## src/rtl/pipe_hazard_ctrl_pkg.sv

```systemverilog
// ----------------------------------------------------------------------------
// pipe_hazard_ctrl_pkg
//   Shared definitions for the pipeline stall scheduler: stall-bus type and
//   bit meanings, canned stall patterns, and the scheduler state encoding.
//   Stall bus bit order: 0 PC, 1 IF, 2 ID, 3 EX, 4 MEM, 5 WB (1 = Stop).
// ----------------------------------------------------------------------------
package pipe_hazard_ctrl_pkg;

   localparam int unsigned STALL_BUS_W = 6;

   typedef logic [STALL_BUS_W-1:0] stall_bus_t;

   localparam logic STOP    = 1'b1;
   localparam logic NO_STOP = 1'b0;

   localparam stall_bus_t STALL_NONE = 6'b000000;
   // PC/IF/ID held; EX is fed a bubble from ID.
   localparam stall_bus_t STALL_LDU  = 6'b000111;
   // PC/IF/ID/EX frozen while the multiplier/divider works.
   localparam stall_bus_t STALL_MD   = 6'b001111;

   typedef enum logic [1:0] {
      ST_IDLE = 2'd0,
      ST_LDU  = 2'd1,
      ST_MD   = 2'd2
   } hz_state_t;

endpackage

```

## src/rtl/pipe_hazard_ctrl_md_lat_counter.sv

```systemverilog
// ----------------------------------------------------------------------------
// md_lat_counter
//   Loadable down-counter tracking the remaining mult/div stall cycles.
//   Ports:
//     clk, rst   clock, asynchronous active-high reset
//     load       load load_val (has priority over dec)
//     load_val   value to load
//     dec        decrement by one (saturates at 0)
//     clr        clear to 0 (highest priority)
//     last       count == 1
// ----------------------------------------------------------------------------
module md_lat_counter #(
   parameter int unsigned CNT_W = 6
) (
   input  logic             clk,
   input  logic             rst,
   input  logic             load,
   input  logic [CNT_W-1:0] load_val,
   input  logic             dec,
   input  logic             clr,
   output logic             last
);

   logic [CNT_W-1:0] count;

   always_ff @(posedge clk or posedge rst) begin
      if (rst) begin
         count <= '0;
      end else if (clr) begin
         count <= '0;
      end else if (load) begin
         count <= load_val;
      end else if (dec && (count != '0)) begin
         count <= count - CNT_W'(1);
      end
   end

   assign last = (count == CNT_W'(1));

endmodule

```

## src/rtl/pipe_hazard_ctrl.sv

```systemverilog
// ----------------------------------------------------------------------------
// pipe_hazard_ctrl
//   Central stall scheduler for the 5-stage pipeline. Inserts one bubble for a
//   load-use hazard (load in EX feeding the instruction in ID) and freezes
//   PC/IF/ID/EX for a fixed latency while a mult/div runs in EX.
//   Ports:
//     clk, rst                clock, asynchronous active-high reset
//     id_rs/id_rs_used        rs field of ID instruction and its use flag
//     id_rt/id_rt_used        rt field of ID instruction and its use flag
//     ex_valid                EX holds a real instruction
//     ex_is_load              EX instruction is a load
//     ex_waddr                EX destination register
//     ex_md_start             EX instruction is mult/multu/mul/div/divu
//     ex_md_is_div            select DIV_LAT (1) or MUL_LAT (0)
//     flush                   abort an in-flight mult/div sequence
//     stall                   stall bus to every stage register
//     md_busy                 mult/div sequence active
//     md_done                 last stall cycle of a mult/div
//     ldu_stall_cnt           load-use bubbles inserted
//     md_stall_cnt            mult/div stall cycles
//   Build option: define HAZARD_PERF_CNT_EN to enable the two performance
//   counters; otherwise they read constant zero.
// ----------------------------------------------------------------------------
module pipe_hazard_ctrl
   import pipe_hazard_ctrl_pkg::*;
#(
   parameter int unsigned STALL_W = 6,
   parameter int unsigned MUL_LAT = 2,
   parameter int unsigned DIV_LAT = 33,
   parameter int unsigned CNT_W   = 6
) (
   input  logic               clk,
   input  logic               rst,
   input  logic [4:0]         id_rs,
   input  logic               id_rs_used,
   input  logic [4:0]         id_rt,
   input  logic               id_rt_used,
   input  logic               ex_valid,
   input  logic               ex_is_load,
   input  logic [4:0]         ex_waddr,
   input  logic               ex_md_start,
   input  logic               ex_md_is_div,
   input  logic               flush,
   output logic [STALL_W-1:0] stall,
   output logic               md_busy,
   output logic               md_done,
   output logic [31:0]        ldu_stall_cnt,
   output logic [31:0]        md_stall_cnt
);

   localparam logic [CNT_W-1:0] MUL_L = CNT_W'(MUL_LAT);
   localparam logic [CNT_W-1:0] DIV_L = CNT_W'(DIV_LAT);

   hz_state_t        state, state_nxt;
   stall_bus_t       stall_bus;
   logic             ldu_hazard;
   logic [CNT_W-1:0] lat;
   logic             cnt_load, cnt_dec, cnt_clr, cnt_last;

   assign ldu_hazard = ex_valid && ex_is_load && (ex_waddr != 5'd0) &&
                       ((id_rs_used && (id_rs == ex_waddr)) ||
                        (id_rt_used && (id_rt == ex_waddr)));

   assign lat = ex_md_is_div ? DIV_L : MUL_L;

   always_ff @(posedge clk or posedge rst) begin
      if (rst) state <= ST_IDLE;
      else     state <= state_nxt;
   end

   always_comb begin
      state_nxt = state;
      stall_bus = STALL_NONE;
      md_busy   = 1'b0;
      md_done   = 1'b0;
      cnt_load  = 1'b0;
      cnt_dec   = 1'b0;
      cnt_clr   = 1'b0;
      unique case (state)
         ST_IDLE: begin
            if (ex_valid && ex_md_start) begin
               stall_bus = STALL_MD;
               md_busy   = 1'b1;
               if (lat == CNT_W'(1)) begin
                  md_done = 1'b1;
               end else begin
                  // Start cycle counts as stall #1, so MD runs L-1 more cycles.
                  cnt_load  = 1'b1;
                  state_nxt = ST_MD;
               end
            end else if (ldu_hazard) begin
               stall_bus = STALL_LDU;
               state_nxt = ST_LDU;
            end
         end
         ST_LDU: begin
            // Hazard deliberately not re-checked: exactly one bubble per load.
            state_nxt = ST_IDLE;
         end
         ST_MD: begin
            if (flush) begin
               cnt_clr   = 1'b1;
               state_nxt = ST_IDLE;
            end else begin
               stall_bus = STALL_MD;
               md_busy   = 1'b1;
               cnt_dec   = 1'b1;
               if (cnt_last) begin
                  md_done   = 1'b1;
                  state_nxt = ST_IDLE;
               end
            end
         end
         default: state_nxt = ST_IDLE;
      endcase
      // Outputs are forced quiet while reset is held, independent of inputs.
      if (rst) begin
         stall_bus = STALL_NONE;
         md_busy   = 1'b0;
         md_done   = 1'b0;
      end
   end

   assign stall = STALL_W'(stall_bus);

   md_lat_counter #(
      .CNT_W (CNT_W)
   ) u_md_lat_counter (
      .clk      (clk),
      .rst      (rst),
      .load     (cnt_load),
      .load_val (lat - CNT_W'(1)),
      .dec      (cnt_dec),
      .clr      (cnt_clr),
      .last     (cnt_last)
   );

`ifdef HAZARD_PERF_CNT_EN
   logic [31:0] ldu_cnt_q, md_cnt_q;

   always_ff @(posedge clk or posedge rst) begin
      if (rst) begin
         ldu_cnt_q <= '0;
         md_cnt_q  <= '0;
      end else begin
         if ((state == ST_IDLE) && (state_nxt == ST_LDU)) ldu_cnt_q <= ldu_cnt_q + 32'd1;
         if (md_busy) md_cnt_q <= md_cnt_q + 32'd1;
      end
   end

   assign ldu_stall_cnt = ldu_cnt_q;
   assign md_stall_cnt  = md_cnt_q;
`else
   assign ldu_stall_cnt = '0;
   assign md_stall_cnt  = '0;
`endif

endmodule
```

## config.mk

```make
export PLATFORM = sky130hd
export DESIGN_NAME = pipe_hazard_ctrl
export DESIGN_NICKNAME = d
export VERILOG_FILES = /design/src/rtl/pipe_hazard_ctrl_pkg.sv /design/src/rtl/pipe_hazard_ctrl_md_lat_counter.sv /design/src/rtl/pipe_hazard_ctrl.sv
export SDC_FILE = /design/constraint.sdc
export NUM_CORES = 1
export LEC_CHECK = 0
export CORE_AREA = 2 2 66 68
export CTS_CLUSTER_SIZE = 16
export DETAILED_ROUTE_END_ITERATION = 8
export DIE_AREA = 0 0 68 70
export PLACE_DENSITY = 0.76
export SLEW_MARGIN = 20
export SYNTH_ARGS = -nofsm -noshare
export SYNTH_HDL_FRONTEND = slang
export SYNTH_SLANG_ARGS = --single-unit
```

## constraint.sdc

```tcl
create_clock -name clk -period 1.5 [get_ports clk]
set_input_delay 0.15 -clock clk [delete_from_list [all_inputs] [get_ports clk]]
set_output_delay 0.15 -clock clk [all_outputs]
set_load 0.02 [all_outputs]
```

==> flow_summary.yaml <==
status:
  status: "finished, violations left"
  violations: "negative setup slack"
global_route:
  grt_pass1_vias: 766
  overflow: 0
  grt_max_degree: 9
  antenna_found_initial: 0
  grt_pass1_wl_um: 3270
  track_usage: 0.09147
logic_synthesis:
  synthFlopType: "dfrtp_1"
  ys_seq_area_frac: 0.1713
  syn_avg_cell_area_sq_um: 8.288
  synth_warnings: 0
  synth_cell_types: 32
  syn_area_sq_um: 1169
  synth-seq-cells: 8
  synth_enable_flop_cells: 0
  syn_inst: 141
  async_flop_share: 1.000
routing:
  via_per_inst: 3.703
  ant_nets: 0
  drc: 0
  routed_wirelength_um: 2329
  num_vias: 911
  drt_iter0_markers: 23
  drt_first_pass_iters: 4
  avgRoutedWirePerCell_um: 9.467
cts:
  holdBufCountCts: 0
  clkSinkCount: 8
  htree_num_levels: 1
  cts_made_buffers: 3
  clock_latency_ns: 0.23
  cts_max_path_buffers: 2
  root_buffer: "clkbuf_8"
  cts_tree: "yes"
  cts.clk_slew.worst_paths_ns: 0.05
floorplanning:
  die_x_um: 68
  die_area_sq_um: 4760
  pin_count: 96
  start_util: 0.2820
  core_area_sq_um: 4144
  rows: 24
  die_h_um: 70
pwr:
  power_mw: 1.848
  irDropWorstVdd_v: 0.0003002
  power_frac_seq: 0.189
  p_int_mw: 1.066
  combPwrFrac: 0.668
  clkPwrFrac: 0.144
  pwr_density_cell_nw_per_um2: 1148
  p_sw_mw: 0.7817
  switching_share: 0.4231
  power.leakage_nw: 0.7988
sta:
  fin_skew_ns: 0.005510
  slew_violations: 0
  fin_ws_ns: -0.3083
  fin_tns_setup_ns: -2.188
  rsz0062_at_grt: "yes"
  max_freq_ghz: 0.5530
  timing.final.crit_share: 1.206
  finalSetupViolations: 12
  hold_violations: 0
  min_period_ns: 1.808
place:
  dp_hpwl_um: 1824
  placed_cell_area_sq_um: 1410
  port_buffers: 29
  numPlacedInstances: 235
  gp_congestion: 0.7494
finish:
  num-nets-final: 223
  fill_cells: 434
  final_cell_mix: "66 x conb_1, 23 x buf_4, 22 x clkdlybuf4s50_1"
  design_area_sq_um: 1610
  layout_commonest_cell: "conb_1"
  num_antenna_cells: 0
  drive_above_1_share: 0.2938
  instances_no_fill: 246
  area_growth_syn_to_layout_pct: 37.79
  finish.utilization: 0.3886
worst_hold_path:
  worstHoldPathType: "in -> async"
run:
  maxCapViolCount: 0
setup_path:
  crit_type: "reg -> out"
  crit_required_ns: 1.35
  path_max_fanout: 3
  crit_path_end_kind: "primary output"
  worstPathArrival_ns: 1.66
  startpoint_type: "register"
[path summary, 6_finish.rpt]
check                                          start                   endpoint  slack, ns  cells after the start
max                                         state[0]                   stall[0]      -0.31                      6
min                                              rst                   state[1]       0.39                      3
max reg2reg                                 state[0]  u_md_lat_counter.count[5]      -0.29                      6
min reg2reg                u_md_lat_counter.count[5]  u_md_lat_counter.count[5]       0.56                      2
max in group asynchronous                        rst  u_md_lat_counter.count[3]       0.86                      3
min in group clk           u_md_lat_counter.count[5]  u_md_lat_counter.count[5]       0.56                      2
[cell usage after synthesis (2+ instances only)]
cell / number / area share
buf_4: 69 / 0.44
dfrtp_1: 8 / 0.17
xor2_1: 8 / 0.060
nand2_1: 5 / 0.016
a211oi_1: 4 / 0.026
inv_1: 4 / 0.013
nor2_1: 4 / 0.013
nor4_1: 4 / 0.021
xnor2_1: 4 / 0.030
a21oi_1: 3 / 0.013
ha_1: 3 / 0.032
mux2i_1: 2 / 0.017
nand3b_1: 2 / 0.013
nor3b_1: 2 / 0.013
or3_1: 2 / 0.011
[what timing repair did]
action	4_1_cts	5_1_grt
gates resized for setup	46	11
buffers inserted	6	2
endpoints found under the setup margin	13	13
hold endpoints to repair	0	0
pin swaps	11	11
[critical path: stages, from the launching register on]
cell and delay (ns):
dfrtp_1 0.38, buf_4 0.14, nor3b_2 0.17, nand2_1 0.09, or3_4 0.34, o21bai_4 0.17, buf_6 0.14
[state kept, by name (all words and copies together), names as in the netlist]
register / cells
u_md_lat_counter.count: 6
state: 2
[final cells by class]
| cell class | count | area, sq um | area share |
|---|---|---|---|
| repair buffers | 54 | 491.7 | 0.3054 |
| inverters | 4 | 15.01 | 0.009324 |
| multi-input cells | 125 | 797.0 | 0.4950 |
| well taps | 52 | 65.06 | 0.04040 |
| clock buffers | 3 | 41.29 | 0.02564 |
| flip-flops and latches | 8 | 200.2 | 0.1243 |
[per-layer routing]
metal,up-vias,global-route usage,share of wire
met4,0,0.03333,0.012
li1,436,-,-
met2,48,0.1629,0.54
met1,423,0.1005,0.35
met5,-,0,0
met3,4,0.02415,0.090
[logic make-up (layout without fill, tap and decap cells)]
| kind of cell | after synthesis | count (layout) | synth area share |
|---|---|---|---|
| AOI/OAI and AO/OA | 13 | 13 | 0.07602 |
| xor gates and xnor gates | 12 | 12 | 0.08994 |
| adders and majority gates | 3 | 3 | 0.03212 |
| buffers and inverters | 73 | 61 | 0.4561 |
| DFF | 8 | 8 | 0.1713 |
| muxes | 2 | 2 | 0.01713 |
| other | 1 | 66 | 0.003209 |
| and+or+nand+nor | 29 | 29 | 0.1542 |
[power groups by stage]
stage	Clock, mW	Combinational (mW)	Sequential (mW)
after floorplan	0	0.722	0.364
after global placement	0	0.944	0.347
after detailed placement	0	0.968	0.351
after CTS	0.269	1.08	0.349
after global routing	0.284	1.36	0.358
final	0.265	1.23	0.349
[through the flow]
step	hold WS, ns	setup WS, ns
after floorplan	-0.03434	-0.1233
final	0.3872	-0.3083
after CTS	0.3983	-0.3562
after detailed placement	0.5536	-0.7835
after global routing	0.4359	-0.3768
after global placement	0.5465	-0.7617
Power figures use the tool's default switching activity.
